--- config.mk ---
export PLATFORM = sky130hd
export DESIGN_NAME = fetch_stage
export DESIGN_NICKNAME = d
export VERILOG_FILES = /design/src/rtl/fetch_stage.sv
export SDC_FILE = /design/constraint.sdc
export NUM_CORES = 1
export LEC_CHECK = 0
export ABC_AREA = 1
export CAP_MARGIN = 20
export CORE_ASPECT_RATIO = 1.4
export CORE_MARGIN = 10
export CORE_UTILIZATION = 55
export CTS_BUF_LIST = sky130_fd_sc_hd__clkbuf_4 sky130_fd_sc_hd__clkbuf_8
export DETAILED_ROUTE_END_ITERATION = 12
export GPL_ROUTABILITY_DRIVEN = 0
export MAX_ROUTING_LAYER = met4
export PLACE_DENSITY = 0.8
export RECOVER_POWER = 25
export SYNTH_ARGS = -nofsm -noshare
export SYNTH_HDL_FRONTEND = slang
export SYNTH_SLANG_ARGS = --single-unit
--- constraint.sdc ---
create_clock -name clk_i -period 4.5 [get_ports clk_i]
set_input_delay 0.9 -clock clk_i [delete_from_list [all_inputs] [get_ports clk_i]]
set_output_delay 0.9 -clock clk_i [all_outputs]
set_load 0.01 [all_outputs]
--- src/rtl/fetch_stage.sv ---
// -----------------------------------------------------------------------------
// mmm_pkg: core-wide widths shared by the pipeline stages.
// fetch_stage: instruction fetch between pc_gen_stage and decode.
//   Issues one imem read per PC offered by pc_gen_stage (fetch_ready_o advances
//   it), tracks in-flight requests in an in-order PC queue, buffers returned
//   {pc, instr} pairs in an in-order instruction queue for decode, and discards
//   stale responses after a flush.
//
// Ports
//   clk_i, rst_n_i         clock, asynchronous active-low reset
//   flush_i                kill in-flight work this cycle (exception/mispredict)
//   pc_i                   PC offered by pc_gen_stage
//   fetch_ready_o          request accepted this cycle (combinational)
//   imem_req_valid_o/_ready_i, imem_addr_o    imem request channel
//   imem_resp_valid_i, imem_resp_data_i       imem response (in request order)
//   instr_valid_o/instr_ready_i, instr_o, instr_pc_o   head of queue to decode
// -----------------------------------------------------------------------------
package mmm_pkg;
  parameter int XLEN = 32;
  parameter int ILEN = 32;
endpackage

module fetch_stage
  import mmm_pkg::*;
#(
  parameter int FIFO_DEPTH = 4,
  parameter int MAX_OUTST  = 2
) (
  input  logic            clk_i,
  input  logic            rst_n_i,
  input  logic            flush_i,
  input  logic [XLEN-1:0] pc_i,
  output logic            fetch_ready_o,
  output logic            imem_req_valid_o,
  input  logic            imem_req_ready_i,
  output logic [XLEN-1:0] imem_addr_o,
  input  logic            imem_resp_valid_i,
  input  logic [ILEN-1:0] imem_resp_data_i,
  output logic            instr_valid_o,
  input  logic            instr_ready_i,
  output logic [ILEN-1:0] instr_o,
  output logic [XLEN-1:0] instr_pc_o
);

  // Index widths. The in-flight PC store is rounded up to at least two slots so
  // that MAX_OUTST=1 still has a real index bit; the credit check keeps its
  // occupancy at or below MAX_OUTST regardless.
  localparam int QIW      = $clog2(FIFO_DEPTH);
  localparam int OIW      = (MAX_OUTST > 1) ? $clog2(MAX_OUTST) : 1;
  localparam int OF_SLOTS = 1 << OIW;
  localparam int SW       = ((QIW > OIW) ? QIW : OIW) + 2;

  localparam logic [QIW:0] Q_ONE     = {{QIW{1'b0}}, 1'b1};
  localparam logic [OIW:0] O_ONE     = {{OIW{1'b0}}, 1'b1};
  localparam logic [OIW:0] OUTST_LIM = (OIW + 1)'(MAX_OUTST);
  localparam logic [SW-1:0] DEPTH_LIM = SW'(FIFO_DEPTH);

  // Pointers carry one extra wrap bit; occupancy is their difference.
  logic [QIW:0]    q_wr_ptr;
  logic [QIW:0]    q_rd_ptr;
  logic [QIW:0]    q_cnt;
  logic [OIW:0]    of_wr_ptr;
  logic [OIW:0]    of_rd_ptr;
  logic [OIW:0]    outst_cnt;
  logic [OIW:0]    discard_cnt;
  logic [SW-1:0]   occupancy;

  logic [XLEN-1:0] q_pc_mem    [FIFO_DEPTH];
  logic [ILEN-1:0] q_instr_mem [FIFO_DEPTH];
  logic [XLEN-1:0] of_pc_mem   [OF_SLOTS];

  logic credit_ok;
  logic accept;
  logic resp_fire;
  logic drop;
  logic push;
  logic pop;

  assign q_cnt     = q_wr_ptr - q_rd_ptr;
  assign outst_cnt = of_wr_ptr - of_rd_ptr;
  assign occupancy = SW'(q_cnt) + SW'(outst_cnt);

  always_comb begin
    credit_ok        = 1'b0;
    imem_req_valid_o = 1'b0;
    accept           = 1'b0;
    resp_fire        = 1'b0;
    drop             = 1'b0;
    push             = 1'b0;
    instr_valid_o    = 1'b0;
    pop              = 1'b0;

    // Every issued request reserves a queue slot up front, so responses can
    // always be absorbed and the instruction queue never overflows.
    credit_ok        = (outst_cnt < OUTST_LIM) && (occupancy < DEPTH_LIM);
    imem_req_valid_o = rst_n_i & ~flush_i & credit_ok;
    accept           = imem_req_valid_o & imem_req_ready_i;

    // A response with nothing outstanding is ignored rather than corrupting
    // the pointers.
    resp_fire        = imem_resp_valid_i & (outst_cnt != '0);
    drop             = resp_fire & (flush_i | (discard_cnt != '0));
    push             = resp_fire & ~drop;

    instr_valid_o    = (q_cnt != '0) & ~flush_i;
    pop              = instr_valid_o & instr_ready_i;
  end

  assign fetch_ready_o = accept;
  assign imem_addr_o   = pc_i;
  assign instr_o       = q_instr_mem[q_rd_ptr[QIW-1:0]];
  assign instr_pc_o    = q_pc_mem[q_rd_ptr[QIW-1:0]];

  // Storage arrays carry no reset; validity comes from the pointers.
  always_ff @(posedge clk_i) begin
    if (accept) begin
      of_pc_mem[of_wr_ptr[OIW-1:0]] <= pc_i;
    end
    if (push) begin
      q_pc_mem[q_wr_ptr[QIW-1:0]]    <= of_pc_mem[of_rd_ptr[OIW-1:0]];
      q_instr_mem[q_wr_ptr[QIW-1:0]] <= imem_resp_data_i;
    end
  end

  always_ff @(posedge clk_i or negedge rst_n_i) begin
    if (!rst_n_i) begin
      q_wr_ptr    <= '0;
      q_rd_ptr    <= '0;
      of_wr_ptr   <= '0;
      of_rd_ptr   <= '0;
      discard_cnt <= '0;
    end else begin
      if (accept) begin
        of_wr_ptr <= of_wr_ptr + O_ONE;
      end
      if (resp_fire) begin
        of_rd_ptr <= of_rd_ptr + O_ONE;
      end

      // During a flush neither push nor pop can happen, so emptying the queue
      // is just catching the read pointer up with the write pointer.
      if (flush_i) begin
        q_rd_ptr <= q_wr_ptr;
      end else begin
        if (push) begin
          q_wr_ptr <= q_wr_ptr + Q_ONE;
        end
        if (pop) begin
          q_rd_ptr <= q_rd_ptr + Q_ONE;
        end
      end

      // Everything still in flight after this edge is stale. A flush during an
      // ongoing discard recomputes the count from scratch, which is correct
      // because the older stale requests are a subset of those in flight.
      if (flush_i) begin
        discard_cnt <= outst_cnt - {{OIW{1'b0}}, resp_fire};
      end else if (drop && (discard_cnt != '0)) begin
        discard_cnt <= discard_cnt - O_ONE;
      end
    end
  end

`ifndef SYNTHESIS
  resp_without_request: assert property (
    @(posedge clk_i) disable iff (!rst_n_i)
      imem_resp_valid_i |-> (outst_cnt != '0)
  );
`endif

endmodule

==> results.md, run 1 <==
- Status: completed
- # IOs: between 150 and 200
- Placeable Area: roughly 23,000 um^2
- Max Cap Viol: 0
- Post-CTS Resized: 0
- Leak: roughly 5.5 nW
- Initial Utilization: 0.558
- FF+latch area: 9910 um^2
- First-pass iteration count of the detailed router: 5
- Clk sinks: 332
- PwrDens: ~610 nW/um^2
- Unrepaired setup endpoints after global routing: no
- Arr. time, crit path: 3.24 ns
- # fillers: between 1,500 and 2,000
- Area leader, netlist: edfxtp_1
- Worst-margin pin slew: just under 1 ns
- Top Family by Delay on Critical Path: adder cells
- Post-synthesis register bit count: approximately 330
- Overflow after GRT: 0
- Worst clock skew: about 0.034 ns
- Antenna violations before repair: 2
- Final Setup Violations: 0
- Drt total wl: roughly 26,000 um
- Chip width: 150 um
- Clock Tree Root: clkbuf_8
- Crit start category: flop
- Post-CTS Hold Buffers: 0
- Synth top area share: 0.740
- Syn Inst Count: 960
- Area of the multi-input gates: ~2500 um^2
- CP Buf/Inv Count: 4
- Nets: ~1,200
- # rows: 66
- Leading cell type in the layout, fill and taps excluded: edfxtp_1
- TNS Setup: 0 ns
- Largest net degree at the start of global routing: around 130
- Final Hold Fails: 0
- Reg clk slew, reported paths: 0.07 ns
- Placed instance count: between 1,000 and 1,500
- CP Data Required Time: between 3 and 4 ns
- Crit path time final: roughly 4.1 ns
- Clock Path Buffers: 3
- Critical-path maximum fanout: 5
- Most numerous cell on the critical path: inv_1
- Routed Antenna Nets: 0
- CTS tree: built
- IO buf count: between 150 and 200
- DRC: 0
- Sequential element share of the synthesized area: 0.763
- Inserted Clock Buffers: 46
- First-pass GRT wire length: a little over 40,000 um
- Mapped cell area: ~13,000 um^2
- Via count: slightly below 8,000
- CP Capture Type: output pin
- GRT Total Usage: 0.176
- Placed wire-length estimate: between 15,000 and 20,000 um
- Via density per instance: 5.41
- Slowest stage delay, CP: approximately 0.53 ns
- Area Growth Syn to Fin: 21.4%
- Final period util: 0.919
- Worst skew pair latency: 0.56 ns
- Slew Limit Headroom: 0.348
- Dominant cells by area after synthesis: edfxtp_1 (74%), nand2_1 (3.9%), nor2_1 (3.9%)
- Worst VDD drop: ~0.35 mV
- Die Area: 30,300 um^2
- Layout cells sized above 1: 0.0979
- Critical path class: flop to output pin
- Syn_area_per_cell: 13.5 um^2
- Yosys cell types: 28
- Post-DR wirelength/cell: 18.2 um
- Ys Warns: 0
- Commonest non-fill, non-tap cells in the layout: edfxtp_1 (320), nand2_1 (136), nor2_1 (135)
- Syn_nets: between 1,000 and 1,500
- Slew Viols, Final: 0
- CP cell instances: inv_1 -> ha_1 -> inv_1 -> fa_1 -> ha_1 -> nand2_1 -> nand3_1 -> nor2_2 -> nand3_2 -> inv_1 -> clkdlybuf4s50_1
- Worst hold path type: flop to flop
- H-tree levels: 2
- Final Instance Count excl. Fillers: 1,452
- Max Fclk: 242 MHz
- Post-CTS setup buffers: 0
- Initial drt markers: ~560
- DIE HEIGHT: approximately 200 um
- Vias in the first global route: roughly 8,100
- CP max stage cell: clkdlybuf4s50_1
-- cells in the mapped netlist --
cell / count
nand2_2: 4
nor2_1: 136
fa_1: 1
xnor2_1: 2
inv_2: 2
nand2_1: 136
clkbuf_1: 31
inv_1: 22
buf_2: 14
buf_4: 38
ha_1: 10
nand2_4: 3
o21ai_1: 56
nor3_1: 1
edfxtp_1: 320
o22ai_1: 64
inv_6: 1
nand4_1: 2
or2_2: 1
buf_6: 1
o21ai_0: 77
dfrtp_1: 12
nand2_8: 1
clkinv_1: 1
nor2_2: 5
nand3_1: 15
xor2_1: 3
nand3_2: 1
-- power breakdown --
part	leakage [nW]	switching, mW	internal, mW
clock network	0.522	1.05	1.38
registers	3.04	0.0974	3.79
logic	1.97	2.00	1.34
total	5.53	3.15	6.51
-- registers in the layout, summed over array words and instances (netlist names) --
name / count
q_pc_mem: 128
q_rd_ptr: 3
of_pc_mem: 64
of_rd_ptr: 2
of_wr_ptr: 2
q_wr_ptr: 3
discard_cnt: 2
q_instr_mem: 128
-- per-stage QoR --
step | setup slack, ns | util | cell area (um^2) | hold slack (ns) | power, mW
after detailed placement | 0.946 | 0.633 | 14700 | 0.514 | 7.32
after floorplan | 0.686 | - | 13000 | 0.478 | 5.85
final | 0.363 | 0.677 | 15800 | 0.531 | 9.66
after global placement | 0.947 | 0.633 | 14700 | 0.496 | 7.22
after global routing | 0.152 | 0.677 | 15800 | 0.565 | 10.2
after CTS | 0.355 | 0.676 | 15700 | 0.532 | 9.76
-- worst paths after layout --
path                                             from                         end  slack [ns]  cells past startpoint
max in group asynchronous                     rst_n_i     q_rd_ptr[0]$_DFFE_PN0P_        3.05                      2
hold reg to reg            discard_cnt[0]$_DFFE_PN0P_  discard_cnt[0]$_DFFE_PN0P_        0.53                      2
setup / recovery              q_wr_ptr[0]$_DFFE_PN0P_               fetch_ready_o        0.36                     11
setup reg to reg              q_wr_ptr[0]$_DFFE_PN0P_   of_pc_mem[1][8]$_DFFE_PP_        1.27                     10
hold / removal             discard_cnt[0]$_DFFE_PN0P_  discard_cnt[0]$_DFFE_PN0P_        0.53                      2
min in group asynchronous                     rst_n_i    of_wr_ptr[1]$_DFFE_PN0P_        0.90                      2
-- routing by layer --
metal	track usage	routed length, um	share of wire	up-vias
met5	-	0	0	-
met4	0.0727	535	0.020	0
met3	0.0351	1700	0.064	44
met2	0.303	14100	0.53	270
met1	0.196	10100	0.38	3803
li1	-	-	-	3735
-- tightest hold or removal path, cell delays in order, from the launching register on --
cell,delay (ns)
dfrtp_1,0.35
nand3_1,0.09
nand2_1,0.06
-- cell type report --
cell class / instances / share of cell area
Clock buffer: 66 / 0.0508
Multi-Input combinational cell: 518 / 0.160
Timing Repair Buffer: 183 / 0.117
Inverter: 26 / 0.00666
Clock inverter: 19 / 0.0123
Sequential cell: 332 / 0.629
Tap cell: 306 / 0.0243
Antenna cell: 2 / 0.000317
-- cells by family after synthesis --
| kind of cell | Yosys count | synth area share |
|---|---|---|
| and+or+nand+nor | 305 | 0.0955 |
| AOI/OAI and AO/OA | 197 | 0.0821 |
| DFF | 332 | 0.763 |
| buffers and inverters | 110 | 0.0451 |
| adders and majority gates | 11 | 0.0112 |
| xor gates and xnor gates | 5 | 0.00337 |
No activity file was read; power rests on OpenSTA's default activity.
==> inputs of run 2 (changes only) <==
Settings changed: SETUP_SLACK_MARGIN set to 0.2.
==> results.md, run 2 (synthesized netlist as in run 1, its figures left out) <==
- Clock Path Buffers: 3 (unchanged)
- GRT Total Usage: 0.176 (unchanged)
- Initial drt markers: 557 (unchanged)
- Hold_sp: discard_cnt[0]$_DFFE_PN0P_
- CP Capture Type: output pin
- Leak: 5.52 nW (about the same)
- Drt total wl: 26,400 um (about the same)
- WL met1: 10,000 um (-0.48%)
- Crit path time final: 4.13 ns (-0.00757 ns)
- Placeable Area: 23,300 um^2 (unchanged)
- Routed Antenna Nets: 0 (unchanged)
- Max Fclk: 242 MHz (+0.18%)
- First-pass iteration count of the detailed router: 5 (unchanged)
- Unrepaired setup endpoints after global routing: no
- CP Data Required Time: 3.60 ns (about the same)
- Worst-margin pin slew: 0.974 ns (-0.00227 ns)
- Area Growth Syn to Fin: 21.4% (about the same)
- Die Area: 30,300 um^2 (unchanged)
- Via count: 7,854 (+0.025%)
- Critical path class: flop to output pin
- Routed met2 length: 14,100 um (+0.14%)
- Slew Viols, Final: 0 (unchanged)
- IO buf count: 168 (unchanged)
- DRC: 0 (unchanged)
- Final period util: 0.918 (-0.00168)
- Worst VDD drop: 0.347 mV (about the same)
- First-pass GRT wire length: 41,400 um (unchanged)
- H-tree levels: 2 (unchanged)
- Clk sinks: 332 (unchanged)
- Pre-CTS WS: 0.946 ns (unchanged)
- Top layer in use: met4
- Core Util, Final: 0.677 (about the same)
- Post-CTS setup buffers: 0 (unchanged)
- Slew Limit Headroom: 0.349 (+0.00152)
- # fillers: 1,648 (+0.061%)
- Clock Tree Root: clkbuf_8
- Antenna violations before repair: 2 (unchanged)
- Met3 wire len: 1730 um (+1.8%)
- Overflow after GRT: 0 (unchanged)
- Final Hold Fails: 0 (unchanged)
- Status: completed
- Critical-path maximum fanout: 5 (unchanged)
- Post-CTS Resized: 0 (unchanged)
- Inserted Clock Buffers: 46 (unchanged)
- Setup crit start: q_wr_ptr[0]$_DFFE_PN0P_
- Worst skew pair latency: 0.56 ns (about the same)
- Post-CTS Hold Buffers: 0 (unchanged)
- Via density per instance: 5.41 (about the same)
- Worst clock skew: 0.0344 ns (+0.000129 ns)
- Layout cells sized above 1: 0.0988 (+0.000874)
- Crit start category: flop
- Worst R2R Start: q_wr_ptr[0]$_DFFE_PN0P_
- PwrDens: 613 nW/um^2 (about the same)
- Post-DR wirelength/cell: 18.2 um (about the same)
- Placed wire-length estimate: 15,800 um (unchanged)
- # IOs: 169 (unchanged)
- DIE HEIGHT: 202 um (unchanged)
- TNS Setup: 0 ns (unchanged)
- Arr. time, crit path: 3.23 ns (about the same)
- Placed instance count: 1,364 (unchanged)
- Commonest non-fill, non-tap cells in the layout: edfxtp_1 (320), nand2_1 (136), nor2_1 (135)
- Largest net degree at the start of global routing: 132 (unchanged)
- Max Cap Viol: 0 (unchanged)
- # rows: 66 (unchanged)
- PnR worst setup slack: 0.371 ns (+0.00757 ns)
- Initial Utilization: 0.558 (unchanged)
- CTS tree: built
- Vias in the first global route: 8,061 (unchanged)
- Nets: 1,188 (unchanged)
- Leading cell type in the layout, fill and taps excluded: edfxtp_1
- Reg clk slew, reported paths: 0.07 ns (about the same)
- Final Setup Violations: 0 (unchanged)
- Final Instance Count excl. Fillers: 1,452 (unchanged)
- Chip width: 150 um (unchanged)
- Worst hold path type: flop to flop
==> run 2: cell counts in the layout (fill, tap and decap cells not counted) <==
Identical to the previous run, type by type.
==> run 2: final timing paths <==
check	slack, ns	depth (start not counted)	to
max	0.37	11	fetch_ready_o
max reg2reg	1.28	10	of_pc_mem[1][8]$_DFFE_PP_
max in group asynchronous	3.05	2	q_rd_ptr[0]$_DFFE_PN0P_
min in group asynchronous	0.90	2	of_wr_ptr[1]$_DFFE_PN0P_
min	0.53	2	discard_cnt[0]$_DFFE_PN0P_
min reg2reg	0.53	2	discard_cnt[0]$_DFFE_PN0P_
==> run 2: power breakdown <==
part	switching (mW)	leakage (nW)	internal (mW)
Sequential	0.0972	3.03	3.79
Clock	1.05	0.522	1.38
Combinational	2.00	1.97	1.34
==> run 2: critical path, stage by stage, from the launching register on <==
cell and delay (ns):
dfrtp_2 0.44, inv_1 0.13, ha_1 0.16, inv_1 0.05
fa_1 0.49, ha_1 0.30, nand2_1 0.07, nand3_1 0.09
nor2_2 0.21, nand3_2 0.14, inv_1 0.08, clkdlybuf4s50_1 0.53
==> run 2: through the flow <==
step                total power, mW  cell area [um^2]  hold WS (ns)
floorplan                      5.85             13000         0.478
global placement               7.22             14700         0.496
detailed placement             7.32             14700         0.514
CTS                            9.76             15700         0.532
global route                   10.2             15800         0.565
finish                         9.66             15800         0.531
==> run 2: final cells by class <==
cell class                 count  area, um^2  area share
tap                          306         383      0.0243
antenna                        2        5.00    0.000317
sequential                   332        9920       0.629
clock inverter                19         194      0.0123
clock buffer                  66         802      0.0508
multi-input combinational    518        2520       0.160
timing repair buffer         183        1850       0.117
inverter                      26         105     0.00666
==> run 2: routing by layer <==
metal,vias to the layer above,GRT usage
met5,-,-
li1,3732,-
met2,273,0.303
met4,0,0.0727
met3,44,0.0351
met1,3805,0.196
==> inputs of run 3 (changes only) <==
Settings changed: CORE_UTILIZATION 55 to 57, PLACE_DENSITY 0.8 to 0.82.
==> results.md, run 3 (synthesized netlist as in run 1, its figures left out) <==
- Via density per instance: 5.47 (+1.0%)
- Top Family by Delay on Critical Path: adder cells
- Hold endpoint: discard_cnt[0]$_DFFE_PN0P_
- Largest net degree at the start of global routing: 78 (-41%)
- CTS tree: built
- Final antenna diode count: 0 (-2)
- Worst skew pair latency: 0.55 ns (about the same)
- Nets: 1,192 (+0.34%)
- Critical-path maximum fanout: 5 (unchanged)
- Clk sinks: 332 (unchanged)
- R2r setup slk: 1.57 ns (+0.29 ns)
- Crit start category: flop
- CP Buf/Inv Count: 4 (unchanged)
- # rows: 65 (-1.5%)
- Hold Crit Depth: 2 (unchanged)
- Leak: 5.49 nW (-0.57%)
- Antenna violations before repair: 0 (-2)
- Vias in the first global route: 8,214 (+1.9%)
- Final period util: 0.910 (-0.00805)
- Status: completed
- Slew Limit Headroom: 0.487 (+0.138)
- # fillers: 1,541 (-6.5%)
- PwrDens: 606 nW/um^2 (-1.1%)
- Final instance area: 15,700 um^2 (-0.56%)
- Placeable Area: 22,500 um^2 (-3.3%)
- Post-CTS setup buffers: 0 (unchanged)
- Slew Viols, Final: 0 (unchanged)
- Worst R2R Start: q_wr_ptr[0]$_DFFE_PN0P_
- Arr. time, crit path: 3.19 ns (-0.04 ns)
- Post-DR wirelength/cell: 18.9 um (+4.2%)
- Post-DP Area: 14,800 um^2 (+0.11%)
- Leading cell type in the layout, fill and taps excluded: edfxtp_1
- Core Util, Final: 0.696 (+0.0190)
- Worst clock skew: 0.0211 ns (-0.0132 ns)
- Placed wire-length estimate: 16,400 um (+3.5%)
- H-tree levels: 2 (unchanged)
- FF+latch area: 9910 um^2 (about the same)
- Unrepaired setup endpoints after global routing: no
- Reg2Reg Depth: 11 (+1)
- Max Fclk: 244 MHz (+0.89%)
- Layout cells sized above 1: 0.0968 (-0.00200)
- Reg clk slew, reported paths: 0.07 ns (about the same)
- Clock Path Buffers: 3 (unchanged)
- Crit path time final: 4.09 ns (-0.0362 ns)
- Critical path class: flop to output pin
- Initial drt markers: 576 (+3.4%)
- Clock Tree Root: clkbuf_8
- Routed Antenna Nets: 0 (unchanged)
- Max Cap Viol: 0 (unchanged)
- Via count: 7,914 (+0.76%)
- Commonest non-fill, non-tap cells in the layout: edfxtp_1 (320), nand2_1 (136), nor2_1 (135)
- IO buf count: 168 (unchanged)
- Die Area: 29,300 um^2 (-3.1%)
- Post-CTS Resized: 0 (unchanged)
- Chip width: 148 um (-1.5%)
- DRC: 0 (unchanged)
- # IOs: 169 (unchanged)
- Final Hold Fails: 0 (unchanged)
- Hold_sp: discard_cnt[0]$_DFFE_PN0P_
- CP max stage cell: clkdlybuf4s50_1
- Slowest stage delay, CP: 0.53 ns (about the same)
- CP Data Required Time: 3.60 ns (about the same)
- Area Growth Syn to Fin: 20.8%
- Final Setup Violations: 0 (unchanged)
- TNS Setup: 0 ns (unchanged)
- Post-CTS Hold Buffers: 0 (unchanged)
- Area of the multi-input gates: 2520 um^2 (unchanged)
- First-pass GRT wire length: 42,900 um (+3.8%)
- Inserted Clock Buffers: 47 (+2.2%)
- Drt total wl: 27,400 um (+3.9%)
- Reg-to-reg endpoint: of_pc_mem[1][4]$_DFFE_PP_
- Worst VDD drop: 0.388 mV (+12%)
- CP Capture Type: output pin
- Overflow after GRT: 0 (unchanged)
- CP cell instances: inv_2 -> ha_1 -> inv_1 -> fa_1 -> ha_1 -> nand2_1 -> nand3_1 -> nor2_2 -> nand3_2 -> inv_1 -> clkdlybuf4s50_1
- Worst hold path type: flop to flop
- GRT Total Usage: 0.189 (+0.0124)
- Initial Utilization: 0.577 (+0.0188)
- Worst-margin pin slew: 0.769 ns (-0.205 ns)
- DIE HEIGHT: 199 um (-1.6%)
- First-pass iteration count of the detailed router: 5 (unchanged)
run 3: cell count changes in the layout (fill, tap and decap cells not counted), sizes merged:
cell	before	now
dlygate4sd3	62	63
clkdlybuf4s50	106	105
buf	14	17
diode	2	0
clkbuf	67	55
clkinv	13	27
bufinv	4	2
run 3: layer usage:
layer | vias to the layer above | part of all wire | track usage
met4 | 0 | 0.024 | 0.0699
met5 | - | 0 | -
met1 | 3880 | 0.40 | 0.212
met2 | 236 | 0.53 | 0.332
met3 | 46 | 0.051 | 0.0325
li1 | 3752 | - | -
run 3: per-stage QoR:
| stage | instances | total power, mW | hold slack (ns) | worst slack [ns] |
|---|---|---|---|---|
| after floorplan | 960 | 5.85 | 0.478 | 0.686 |
| after detailed placement | 1362 | 7.35 | 0.499 | 0.908 |
| final | 1448 | 9.50 | 0.517 | 0.407 |
| after global routing | 1448 | 10.1 | 0.551 | 0.157 |
| after CTS | 1447 | 9.60 | 0.521 | 0.353 |
| after global placement | 1362 | 7.25 | 0.496 | 0.946 |
run 3: final cells by class:
type	count	area share
multi-input combinational	518	0.161
inverter	26	0.00670
clock buffer	54	0.0450
tap	301	0.0240
timing repair buffer	186	0.119
clock inverter	31	0.0128
sequential	332	0.632
run 3: report_power, final:
part	internal (mW)	total, mW	switching [mW]
clock	1.17	2.24	1.07
combinational	1.34	3.37	2.03
sequential	3.79	3.88	0.0980
run 3: how the worst max path moves through the flow:
stage	from	end	slack (ns)	depth (start not counted)
finish	q_wr_ptr[0]$_DFFE_PN0P_	fetch_ready_o	0.41	11
global route	rst_n_i	fetch_ready_o	0.16	7
CTS	q_wr_ptr[0]$_DFFE_PN0P_	fetch_ready_o	0.35	11
detailed placement	flush_i	fetch_ready_o	0.91	7
global placement	flush_i	fetch_ready_o	0.95	7
floorplan	q_rd_ptr[1]$_DFFE_PN0P_	of_pc_mem[1][0]$_DFFE_PP_	0.69	10
run 3: tightest hold or removal path, delay by kind of cell, from the launching register on:
| family | cells | cell delay, ns |
|---|---|---|
| flops | 1 | 0.35 |
| simple gates | 2 | 0.14 |
